===== config.mk =====
export PLATFORM = sky130hd
export DESIGN_NAME = alu_seq_16bit
export DESIGN_NICKNAME = d
export VERILOG_FILES = /design/src/rtl/alu_seq_16bit.sv
export SDC_FILE = /design/constraint.sdc
export NUM_CORES = 1
export LEC_CHECK = 0
export CELL_PAD_IN_SITES_DETAIL_PLACEMENT = 0
export CELL_PAD_IN_SITES_GLOBAL_PLACEMENT = 1
export CORE_ASPECT_RATIO = 1.4
export CORE_MARGIN = 2
export CORE_UTILIZATION = 25
export CTS_BUF_LIST = sky130_fd_sc_hd__clkbuf_2 sky130_fd_sc_hd__clkbuf_4 sky130_fd_sc_hd__clkbuf_8
export DETAILED_ROUTE_END_ITERATION = 7
export PLACE_DENSITY_LB_ADDON = 0.1
export SKIP_CTS_REPAIR_TIMING = 1
export SYNTH_ARGS = -nofsm -noshare
export SYNTH_HDL_FRONTEND = slang
export SYNTH_SLANG_ARGS = --single-unit

===== constraint.sdc =====
create_clock -name clk -period 7.4 [get_ports clk]
set_clock_uncertainty 0.05 [all_clocks]
set_input_delay 1.11 -clock clk [delete_from_list [all_inputs] [get_ports clk]]
set_output_delay 1.11 -clock clk [all_outputs]
set_load 0.05 [all_outputs]

===== src/rtl/alu_seq_16bit.sv =====
// Multi-cycle ALU feeding the 16-bit accumulator: single-cycle logic/arith, shift-add MUL, serial SHL.
// Optional macro ALU_OVERFLOW_EN adds signed-overflow tracking for ADD/SUB; otherwise overflow is tied 0.
module alu_seq_16bit #(
  parameter int WIDTH = 16
) (
  input  logic             clk,
  input  logic             rst,
  input  logic             start,
  input  logic [2:0]       op,
  input  logic [WIDTH-1:0] a,
  input  logic [WIDTH-1:0] b,
  output logic             busy,
  output logic             done,
  output logic             ac_load,
  output logic [WIDTH-1:0] result,
  output logic             zero,
  output logic             carry,
  output logic             overflow
);

  localparam logic [1:0] S_IDLE  = 2'd0;
  localparam logic [1:0] S_MUL   = 2'd1;
  localparam logic [1:0] S_SHIFT = 2'd2;
  localparam logic [1:0] S_DONE  = 2'd3;

  logic [1:0]       state_q, state_d;
  logic [WIDTH-1:0] a_q, a_d;
  logic [WIDTH-1:0] hi_q, hi_d;
  logic [WIDTH-1:0] lo_q, lo_d;
  logic [3:0]       cnt_q, cnt_d;
  logic [WIDTH-1:0] result_q, result_d;
  logic             zero_q, zero_d;
  logic             carry_q, carry_d;

  logic             fin;
  logic [WIDTH-1:0] fin_res;
  logic             fin_carry;
  logic [WIDTH:0]   sum17;
  logic [WIDTH:0]   diff17;
  logic [WIDTH:0]   mul_sum;
  logic [WIDTH-1:0] mul_hi_n;
  logic [WIDTH-1:0] mul_lo_n;

  assign sum17  = {1'b0, a} + {1'b0, b};
  assign diff17 = {1'b0, a} - {1'b0, b};

  // {hi,lo} is the shifting product register; lo starts as the multiplier and drains from bit 0.
  assign mul_sum  = {1'b0, hi_q} + (lo_q[0] ? {1'b0, a_q} : {(WIDTH+1){1'b0}});
  assign mul_hi_n = mul_sum[WIDTH:1];
  assign mul_lo_n = {mul_sum[0], lo_q[WIDTH-1:1]};

  always_comb begin
    state_d   = state_q;
    a_d       = a_q;
    hi_d      = hi_q;
    lo_d      = lo_q;
    cnt_d     = cnt_q;
    fin       = 1'b0;
    fin_res   = '0;
    fin_carry = 1'b0;
    case (state_q)
      S_IDLE: begin
        if (start) begin
          case (op)
            3'b000: begin fin = 1'b1; fin_res = sum17[WIDTH-1:0]; fin_carry = sum17[WIDTH]; end
            3'b001: begin fin = 1'b1; fin_res = diff17[WIDTH-1:0]; fin_carry = ~diff17[WIDTH]; end
            3'b010: begin fin = 1'b1; fin_res = a & b; end
            3'b011: begin fin = 1'b1; fin_res = a | b; end
            3'b100: begin fin = 1'b1; fin_res = a ^ b; end
            3'b101: begin fin = 1'b1; fin_res = ~a; end
            3'b110: begin
              state_d = S_MUL;
              a_d     = a;
              hi_d    = '0;
              lo_d    = b;
              cnt_d   = 4'd0;
            end
            default: begin
              if (b[3:0] != 4'd0) begin
                state_d = S_SHIFT;
                lo_d    = a;
                cnt_d   = b[3:0];
              end else begin
                fin     = 1'b1;
                fin_res = a;
              end
            end
          endcase
        end
      end
      S_MUL: begin
        hi_d  = mul_hi_n;
        lo_d  = mul_lo_n;
        cnt_d = cnt_q + 4'd1;
        if (cnt_q == 4'd15) begin
          fin       = 1'b1;
          fin_res   = mul_lo_n;
          fin_carry = |mul_hi_n;
        end
      end
      S_SHIFT: begin
        lo_d  = lo_q << 1;
        cnt_d = cnt_q - 4'd1;
        if (cnt_q == 4'd1) begin
          fin       = 1'b1;
          fin_res   = lo_q << 1;
          fin_carry = lo_q[WIDTH-1];
        end
      end
      default: state_d = S_IDLE;
    endcase
    if (fin) state_d = S_DONE;
  end

  always_comb begin
    result_d = result_q;
    zero_d   = zero_q;
    carry_d  = carry_q;
    if (fin) begin
      result_d = fin_res;
      zero_d   = (fin_res == '0);
      carry_d  = fin_carry;
    end
  end

  always_ff @(posedge clk or posedge rst) begin
    if (rst) begin
      state_q  <= S_IDLE;
      a_q      <= '0;
      hi_q     <= '0;
      lo_q     <= '0;
      cnt_q    <= 4'd0;
      result_q <= '0;
      zero_q   <= 1'b0;
      carry_q  <= 1'b0;
    end else begin
      state_q  <= state_d;
      a_q      <= a_d;
      hi_q     <= hi_d;
      lo_q     <= lo_d;
      cnt_q    <= cnt_d;
      result_q <= result_d;
      zero_q   <= zero_d;
      carry_q  <= carry_d;
    end
  end

`ifdef ALU_OVERFLOW_EN
  logic ovf_q, ovf_d;

  always_comb begin
    ovf_d = ovf_q;
    if (fin) ovf_d = 1'b0;
    if (state_q == S_IDLE && start && op == 3'b000)
      ovf_d = (a[WIDTH-1] == b[WIDTH-1]) && (sum17[WIDTH-1] != a[WIDTH-1]);
    else if (state_q == S_IDLE && start && op == 3'b001)
      ovf_d = (a[WIDTH-1] != b[WIDTH-1]) && (diff17[WIDTH-1] != a[WIDTH-1]);
  end

  always_ff @(posedge clk or posedge rst) begin
    if (rst) ovf_q <= 1'b0;
    else     ovf_q <= ovf_d;
  end

  assign overflow = ovf_q;
`else
  assign overflow = 1'b0;
`endif

  assign busy    = (state_q != S_IDLE);
  assign done    = (state_q == S_DONE);
  assign ac_load = done;
  assign result  = result_q;
  assign zero    = zero_q;
  assign carry   = carry_q;

endmodule

**After elaboration in Yosys (flattened, before gate mapping)**

Index checks and enable logic that the tools add are counted.

- Bits of input ports: 38
- Logic and storage cells: 85
- Bits in registers: 72
- Output and inout bits: 22

- Add/subtract/negate cells: 5
- Reductions and logical operators: 14
- Eq/ne operators: 19
- Bitwise logic cells: 5
- Muxes and demuxes: 34

Operator list:

| kind | number |
|---|---|
| two-way mux 16 bit | 9 |
| one-hot mux 16 bit (7 select lines) | 1 |
| one-hot mux 16 bit (3 select lines) | 2 |
| one-hot mux 16 bit (2 select lines) | 2 |
| adder 16 x 16 -> 17 bit | 2 |
| subtractor 16 x 16 -> 17 bit | 1 |
| bitwise AND 16 bit | 1 |
| logical NOT 16 bit | 1 |
| inverter 16 bit | 1 |
| OR 16 bit | 1 |
| OR reduction 16 bit | 1 |
| bitwise XOR 16 bit | 1 |
| one-hot mux 4 bit (3 select lines) | 1 |
| == test 3 bit (second input constant) | 3 |
| != test 3 bit (second input constant) | 3 |
| two-way mux 4 bit | 2 |
| one-hot mux 2 bit (2 select lines) | 2 |
| one-hot mux 4 bit (2 select lines) | 1 |
| AND reduction 4 bit | 2 |
| two-way mux 1 bit | 7 |
| == test 3 x 2 -> 1 bit (second input constant) | 2 |
| two-way mux 2 bit | 3 |
| != test 2 bit (second input constant) | 3 |
| one-hot mux 1 bit (3 select lines) | 2 |
| 19 further kinds | 23 |

**Depth between registers and ports, before layout**

- Depth after elaboration: 7
- Depth in mapped cells: 15
- Depth with buffers taken out: 14

**Worst setup path before layout**

No wires, ideal clock.

- Path type: input -> register
- Start point: in a[0]
- End point: reg zero_q (netlist: zero)
- Required time: 7.255 ns
- Data arrival time: 3.734 ns
- Library setup time: 0.095 ns
- Stages: 13
- Path buffers: 0
- Setup slack: 3.520 ns
- Path through: ha_1 > inv_1 > fa_1 > and2b_1 > o2111a_1 > nor3_1 > o311a_1 > a2111oi_2 > o31ai_1 > nor4_2 > o2111ai_1 > or4_1 > o31ai_1

- Word-level cells in the longest chain between the ends: 5
- Elaborated cells on any way between the ends: 11
- Classes of those cells: add/sub (2); mux (4); bitwise (4); reduce/logical (1)

Ends and longest elaborated chain:

| item | line | source |
|---|---|---|
| start: declaration | 10 | `input logic [WIDTH-1:0] a,` |
| subtractor 16 x 16 -> 17 bit (tied with other cells) | 45 | `assign diff17 = {1'b0, a} - {1'b0, b};` |
| one-hot mux 16 bit (7 select lines) * | 64 | `case (op)` |
| two-way mux 16 bit * | 63 | `if (start) begin` |
| one-hot mux 16 bit (3 select lines) * | 61 | `case (state_q)` |
| logical NOT 16 bit * | 121 | `zero_d = (fin_res == '0);` |
| end signal: assignment | 143 | `zero_q <= zero_d;` |
| end: declaration | 32 | `logic zero_q, zero_d;` |

Every way passes the cells marked *; elsewhere a longest branch is shown, timed or not.
A chain may end at the register's enable or synchronous reset.

**Final worst setup path**

Same ends and word-level chain as after synthesis.

==> results.sh <==
export IMPL_status="complete, no violations"
export IMPL_ff2ff_setup_slack_ns=3.27
export IMPL_synth_fp_nets=1028
export IMPL_synth_area_leaders="dfrtp_1, ha_1, o21ai_0"
export IMPL_wire_per_inst_um=20.68
export IMPL_seqCellArea_um2=1802
export IMPL_tns_ns=0
export IMPL_cp_required_ns=7.61
export IMPL_crit_path_frequent_cell="o31ai_1"
export IMPL_postPlaceCellArea_um2=8155
export IMPL_crit_arrival_ns=5.04
export IMPL_n_antenna_cell=0
export IMPL_cp_max_fo=6
export IMPL_ys_seq_area_share_pct=24.91
export IMPL_yosysMostFrequentCell="o21ai_0"
export IMPL_cts_buffer_depth=2
export IMPL_critical_path_cell_chain="clkdlybuf4s50_1 -> ha_1 -> inv_1 -> fa_1 -> and2b_1 -> o2111a_1 -> nor3_1 -> o311a_1 -> a2111oi_2 -> o31ai_1 -> nor4_2 -> o2111ai_1 -> or4_1 -> o31ai_1"
export IMPL_nNetsFinal=1056
export IMPL_dieArea_um2=30330
export IMPL_p_clk_share_pct=11.6
export IMPL_vias=6774
export IMPL_synth_top_cells_by_count="o21ai_0, nand2_1, ha_1"
export IMPL_syn_area_um2=7233
export IMPL_port_buffers=58
export IMPL_dp_hpwl_um=21280
export IMPL_multi_input_area_um2=4943
export IMPL_drt_first_pass_iters=5
export IMPL_design_area_um2=8333
export IMPL_combPwrFrac_pct=59.0
export IMPL_synth_edff_count=0
export IMPL_synth_top_flop_cell="dfrtp_1"
export IMPL_wl_um=27300
export IMPL_post_route_min_period_ns=4.822
export IMPL_vdd_drop_max_v=0.0001475
export IMPL_drv_cap=0
export IMPL_syn2layout_area_growth_pct=15.20
export IMPL_critPathCaptureType="register"
export IMPL_cts_htree_levels=3
export IMPL_tightest_slew_ns=0.9426
export IMPL_setup_violations_final=0
export IMPL_swShare_pct=50.57
export IMPL_cts_root_buf="clkbuf_8"
export IMPL_detail_route_vias_per_cell=5.132
export IMPL_powerDensity_nw_per_um2=307.9
export IMPL_period_share_pct=65.16
export IMPL_worstSetupPathType="primary input to register"
export IMPL_synth_cell_types=77
export IMPL_io_pins=60
export IMPL_clk_pin_slew_ns=0.07
export IMPL_synthCells=912
export IMPL_drt_drc_violations_left=0
export IMPL_max_freq_mhz=207.4
export IMPL_fillers=3070
export IMPL_drt_initial_drc_count=285
export IMPL_yosys_warnings=0
export IMPL_start_util_pct=25.46
export IMPL_cts_tree="yes"
export IMPL_coreArea_um2=28410
export IMPL_p_int_w=0.001268
export IMPL_ant_nets=0
export IMPL_async_flop_share_pct=100.0
export IMPL_pwr_share_seq_pct=29.5
export IMPL_antenna_found_initial=0
export IMPL_grt_pass1_wl_um=42500
export IMPL_slowest_delay_ns=0.68
export IMPL_gr_total_overflow=0
export IMPL_drive_gt1_share_pct=8.360
export IMPL_grt_pass1_vias=6940
export IMPL_grt_setup_unrepaired="false"
export IMPL_finalWeightedCongestion=0.8725
export IMPL_worstSetupStartpointType="primary input"
export IMPL_row_count=73
export IMPL_finalHoldViolations=0
export IMPL_clock_sinks=72
export IMPL_slew_headroom_pct=36.69
export IMPL_cts_made_buffers=9
export IMPL_static_leakage_power_nw=3.690
export IMPL_grtUsageTotal_pct=18.35
export IMPL_chipWidth_um=147.8
export IMPL_finalMaxSlewViolations=0
export IMPL_insertion_delay_ns=0.36
export IMPL_netlist_top_cell_by_area="dfrtp_1"
export IMPL_fp_dieH_um=205.3
export IMPL_hold_path_class="register to register"
export IMPL_synth_top_cell_area_share_pct=24.91
export IMPL_avgSynthCellArea_um2=7.931
export IMPL_critPathSlowestCell="clkdlybuf4s50_1"
export IMPL_grt_start_max_net_pins=61
export IMPL_ys_ff_latch=72
export IMPL_p_sw_w=0.001298
## registers in the layout, indices dropped and copies added, names as in the netlist
register	cells
state_q	2
carry	1
cnt_q	4
result	16
zero	1
hi_q	16
lo_q	16
a_q	16
## cell families after synthesis
logic type / after synthesis / synth area share, %
compound gates: 336 / 30.50
xor+xnor: 21 / 2.543
fa+ha+maj: 78 / 13.80
buf+inv: 123 / 7.006
flops: 72 / 24.91
mux: 30 / 4.601
other cells: 1 / 0.05184
simple gates: 251 / 16.59
## critical path: cells and delay by family
kind	cells	cell delay, ns
AOI/OAI and AO/OA	6	1.44
buffers and inverters	2	0.75
adders and majority gates	2	0.70
and+or+nand+nor	4	1.03
## routing by layer
metal  wire, um  global-route usage, %  up-vias
li1           -                      -     3350
met1      12080                  23.05     3292
met2      14090                  33.57      111
met3        488                  1.020       21
met4        635                  5.701        0
met5          0                      0        -
## layout make-up
| cell class | count | share of cell area [%] |
|---|---|---|
| clock buffers | 13 | 1.922 |
| clock inverters | 3 | 0.2102 |
| inverters | 67 | 3.033 |
| multi-input cells | 717 | 59.32 |
| flip-flops and latches | 72 | 21.62 |
| well taps | 375 | 5.631 |
| repair buffers | 73 | 8.258 |
## cell usage in the layout (no fill, tap or decap), types with 7 or more instances in the layout
cell             count
a211oi_1            15
a21o_1              12
a21oi_1             65
a22o_1              11
a22oi_1             27
a31oi_1              8
and2_1              19
buf_4               15
clkbuf_8            10
clkdlybuf4s50_1     57
dfrtp_1             72
ha_1                75
inv_1               66
mux2_2              26
nand2_1            103
nand2b_1             7
nand3_1              9
nor2_1              53
nor3_1              20
nor4_1               7
o211ai_1            10
o21ai_0            111
o31ai_1             13
xnor2_1             10
xor2_1              11
## final timing paths
path                               to     from  cells past startpoint
setup / recovery                 zero     a[0]                     14
min in group asynchronous    cnt_q[3]      rst                      2
setup reg to reg                carry  lo_q[0]                     14
hold / removal                hi_q[9]  hi_q[9]                      2
max in group asynchronous  result[11]      rst                      3
hold reg to reg               hi_q[9]  hi_q[9]                      2
## metrics by stage
step                hold WS, ns  total power [W]  utilization (%)  std cells  setup slack, ns
floorplan                0.4051         0.001770                -        912            3.520
global placement         0.4266         0.002300            28.71       1304            2.200
detailed placement       0.4300         0.002295            28.71       1304            2.199
CTS                      0.4507         0.002606            29.34       1320            2.576
global route             0.4738         0.002796            29.34       1320            2.350
finish                   0.4437         0.002566            29.34       1320            2.578
## power by group through the flow
| stage | combinational, W | sequential, W | clock (W) |
|---|---|---|---|
| 3_5_place_dp | 0.00153 | 0.000765 | 0 |
| 2_1_floorplan | 0.000936 | 0.000835 | 0 |
| 3_3_place_gp | 0.00154 | 0.000765 | 0 |
| 4_1_cts | 0.00153 | 0.000759 | 0.000313 |
| 5_1_grt | 0.00169 | 0.000784 | 0.000324 |
| 6_report | 0.00151 | 0.000756 | 0.000297 |
Power figures use the tool's default switching activity.
==> RTL change 1, RTL diff (same flow settings) <==
The parameter `WIDTH` goes from 16 to 32.
--- a/src/rtl/alu_seq_16bit.sv
+++ b/src/rtl/alu_seq_16bit.sv
@@ -1,7 +1,7 @@
 // Multi-cycle ALU feeding the 16-bit accumulator: single-cycle logic/arith, shift-add MUL, serial SHL.
 // Optional macro ALU_OVERFLOW_EN adds signed-overflow tracking for ADD/SUB; otherwise overflow is tied 0.
 module alu_seq_16bit #(
-  parameter int WIDTH = 16
+  parameter int WIDTH = 32
 ) (
   input  logic             clk,
   input  logic             rst,
Ports: changed (resized a, b and result); port bits go from 60 to 108. No check against the original RTL was run, so the function may have changed too.
==> RTL change 1 against the unedited design <==
Total power up 91%. Global-route usage rose by 3.9 points. Synthesized area is 110% higher. Count of clock-buffer cells in the layout is 7 higher. Register-to-register slack worse by 0.86 ns. Design area rose by 110%. Clock power rose by 130%. Combinational power grew 89%. Wire length grew to 2.6 times the old value. Hold slack worse by 0.0047 ns. Sequential cell count is 64 higher. Setup slack lost 0.68 ns.
==> RTL change 1: results (changes against the unedited design) <==
- Outcome: finished clean
- Syn Area/Cell: 7.65 um^2 (-3.5%)
- Clock net sink count: 136 (+89%)
- WHS Endpoint: result[28]$_DFFE_PP0P_
- Hold path startpoint: result[28]$_DFFE_PP0P_
- Met2 usage: 38.0% (+4.4 points)
- Cts bufs inserted: 17 (+8)
- Sequential cell area: 0.00340 mm^2 (+89%)
- Global-route wire length before repair: 102 mm (+140%)
- Clock transition at path regs: 0.09 ns (+0.02 ns)
- Met2 Wirelength: 33.7 mm (+140%)
- Minimum clock period: 5.50 ns (+0.680 ns)
- Arrival @ worst endpoint: 5.87 ns (+0.83 ns)
- Seq/Total Area, Yosys: 22.7% (-2.2 points)
- Initial DRC Count: 1158 (+310%)
- Fill count: 6415 (+110%)
- PortBufs: 106 (+83%)
- FF-to-FF setup slack: 2.41 ns (-0.86 ns)
- Multi-input combinational area share: 62.0% (+2.7 points)
- Worst slew pin tran: 1.10 ns (+0.160 ns)
- Final-layout clock buffer total: 20 (+7)
- Largest net degree at the start of global routing: 90 (+48%)
- Hold WS: 0.439 ns (-0.00470 ns)
- H-tree depth: 4 (+1)
- Ratio of cells with drive above 1 in the final layout: 8.54% (+0.18 points)
- ClkCell Share: 2.39% (+0.26 points)
- Buffers excl. clock: 141 (+93%)
- Syn Nets: 2178 (+110%)
- Final GP Congestion: 0.913 (+4.6%)
- Multi-input gate area: 0.0106 mm^2 (+110%)
- Sw frac: 52.0% (+1.5 points)
- Data buffer area share: 7.65% (-0.61 points)
- Met1 Use GR: 29.2% (+6.1 points)
- Non-filler cells, final: 2747 (+110%)
- VDD IR max: 0.000176 V (+19%)
- Placed instance area: 0.0167 mm^2 (+100%)
- Detailed-route wire length on metal 1: 30.8 mm (+150%)
## RTL change 1: changes by cell type in the layout (fill, tap and decap cells not counted), moves of 20 or more
cell,delta
ha_1,+68
buf_4,+20
o21ai_0,+99
clkdlybuf4s50_1,+46
inv_1,+39
a21oi_1,+91
nor2_1,+69
a22o_1,+21
a21o_1,+27
dfrtp_1,+64
nand2_1,+139
a22oi_1,+40
## RTL change 1: power by group through the flow
stage | Sequential [uW] | Combinational [uW] | Clock (uW)
after floorplan | 1480 | 1770 | 0
after global placement | 1390 | 2880 | 0
after detailed placement | 1390 | 2870 | 0
after CTS | 1380 | 2880 | 704
after global routing | 1420 | 3150 | 733
final | 1370 | 2860 | 677
## RTL change 1: cell families after synthesis
family | synth area share [%]
xor+xnor | 2.86
compound gates | 33.6
fa+ha+maj | 12.4
mux | 3.04
simple gates | 18.3
buf+inv | 7.10
other cells | 0.0250
flops | 22.7
==> RTL change 2, RTL diff (same settings) <==
Without the edit above. Take the reset off `a_q`, `hi_q`, `lo_q` and `result_q` and load them in a clocked block of their own.
--- a/src/rtl/alu_seq_16bit.sv
+++ b/src/rtl/alu_seq_16bit.sv
@@ -126,23 +126,22 @@
   always_ff @(posedge clk or posedge rst) begin
     if (rst) begin
       state_q  <= S_IDLE;
-      a_q      <= '0;
-      hi_q     <= '0;
-      lo_q     <= '0;
       cnt_q    <= 4'd0;
-      result_q <= '0;
       zero_q   <= 1'b0;
       carry_q  <= 1'b0;
     end else begin
       state_q  <= state_d;
-      a_q      <= a_d;
-      hi_q     <= hi_d;
-      lo_q     <= lo_d;
       cnt_q    <= cnt_d;
-      result_q <= result_d;
       zero_q   <= zero_d;
       carry_q  <= carry_d;
     end
+  end
+
+  always_ff @(posedge clk) begin
+    a_q      <= a_d;
+    hi_q     <= hi_d;
+    lo_q     <= lo_d;
+    result_q <= result_d;
   end
 
 `ifdef ALU_OVERFLOW_EN
Check against the original RTL: not equivalent (Yosys sat finds a counterexample within 4 cycles, from zero or initial values and one cycle with rst high).
==> RTL change 2 against the unedited design <==
Synthesized cell count decreased by 5.3%. First-iteration DRC count grew 61%. Setup slack improved by 0.021 ns. Sequential cell count did not move. Total power decreased by 3.9%. Design area up 2.2%. Synthesized area up 2.4%. Wire length rose by 3.3%. Highest routed layer unchanged. Critical endpoint unchanged.
==> RTL change 2: results (changes against the unedited design) <==
- WL met3: 606 um (+24%)
- Post-Synth Adder-Cell Area: 13.5% (-0.32 points)
- Post-synthesis xor/xnor area fraction: 2.48% (-0.058 points)
- Global-route wire length before repair: 43.5 mm (+2.5%)
- Met1 Use GR: 23.4% (+0.32 points)
- Met2 usage: 32.2% (-1.4 points)
- Detailed-route wire length on metal 1: 12.4 mm (+2.8%)
- Hold WS: 0.501 ns (+0.0577 ns)
- WL final: 28.2 mm (+3.3%)
- Seq/Total Area, Yosys: 28.7% (+3.8 points)
- Synth area leaders: edfxtp_1 26%, ha_1 13%, a21oi_1 4.5%
- Syn Nets: 980 (-4.7%)
- Share of synthesized registers carrying an async set or reset: 11.1% (-89 points)
- Met2 Wirelength: 14.4 mm (+2.4%)
- GRT Total Usage: 18.3% (about the same)
- Worst path max stage delay: 0.61 ns (-0.07 ns)
- DP HPWL: 22.0 mm (+3.3%)
- Outcome: finished clean
- Initial DRC Count: 459 (+61%)
- Synth cell count leaders: 80 x nor2_1, 75 x ha_1, 66 x a21oi_1
- Vias in the first global route: 6996 (+0.81%)
- Final GP Congestion: 0.797 (-8.6%)
- Mapped Cells: 864 (-5.3%)
- Clock transition at path regs: 0.09 ns (+0.02 ns)
- Routed len/inst: 22.0 um (+6.4%)
- VDD IR max: 0.000189 V (+28%)
- Number of flops mapped to enable cells by yosys: 64 (+64)
- Met3 Use GR: 1.67% (+0.65 points)
- Reg2Reg Launch Point: state_q[0]$_DFFE_PP0P_
RTL change 2: layout make-up:
class,instances,area [um^2]
clock inverters,6,83.8
multi-input cells,677,4790
inverters,65,244
repair buffers,71,673
well taps,380,475
flip-flops and latches,72,2120
clock buffers,10,131
fillers,3193,20600
RTL change 2: worst min-delay path: stages, from the launching register on:
cell,delay (ns)
dfrtp_1,0.38
nand2b_1,0.07
o31ai_1,0.06
RTL change 2: worst paths after layout:
kind                                endpoint  depth (start not counted)
min                         zero$_DFFE_PP0P_                          2
min in group asynchronous   zero$_DFFE_PP0P_                          2
max                         zero$_DFFE_PP0P_                         13
max in group asynchronous  carry$_DFFE_PP0P_                          2
min reg2reg                 zero$_DFFE_PP0P_                          2
max reg2reg                 zero$_DFFE_PP0P_                         10
RTL change 2: where the power goes:
group | internal (uW) | switching, uW
Clock | 192 | 161
Combinational | 488 | 872
Sequential | 637 | 115
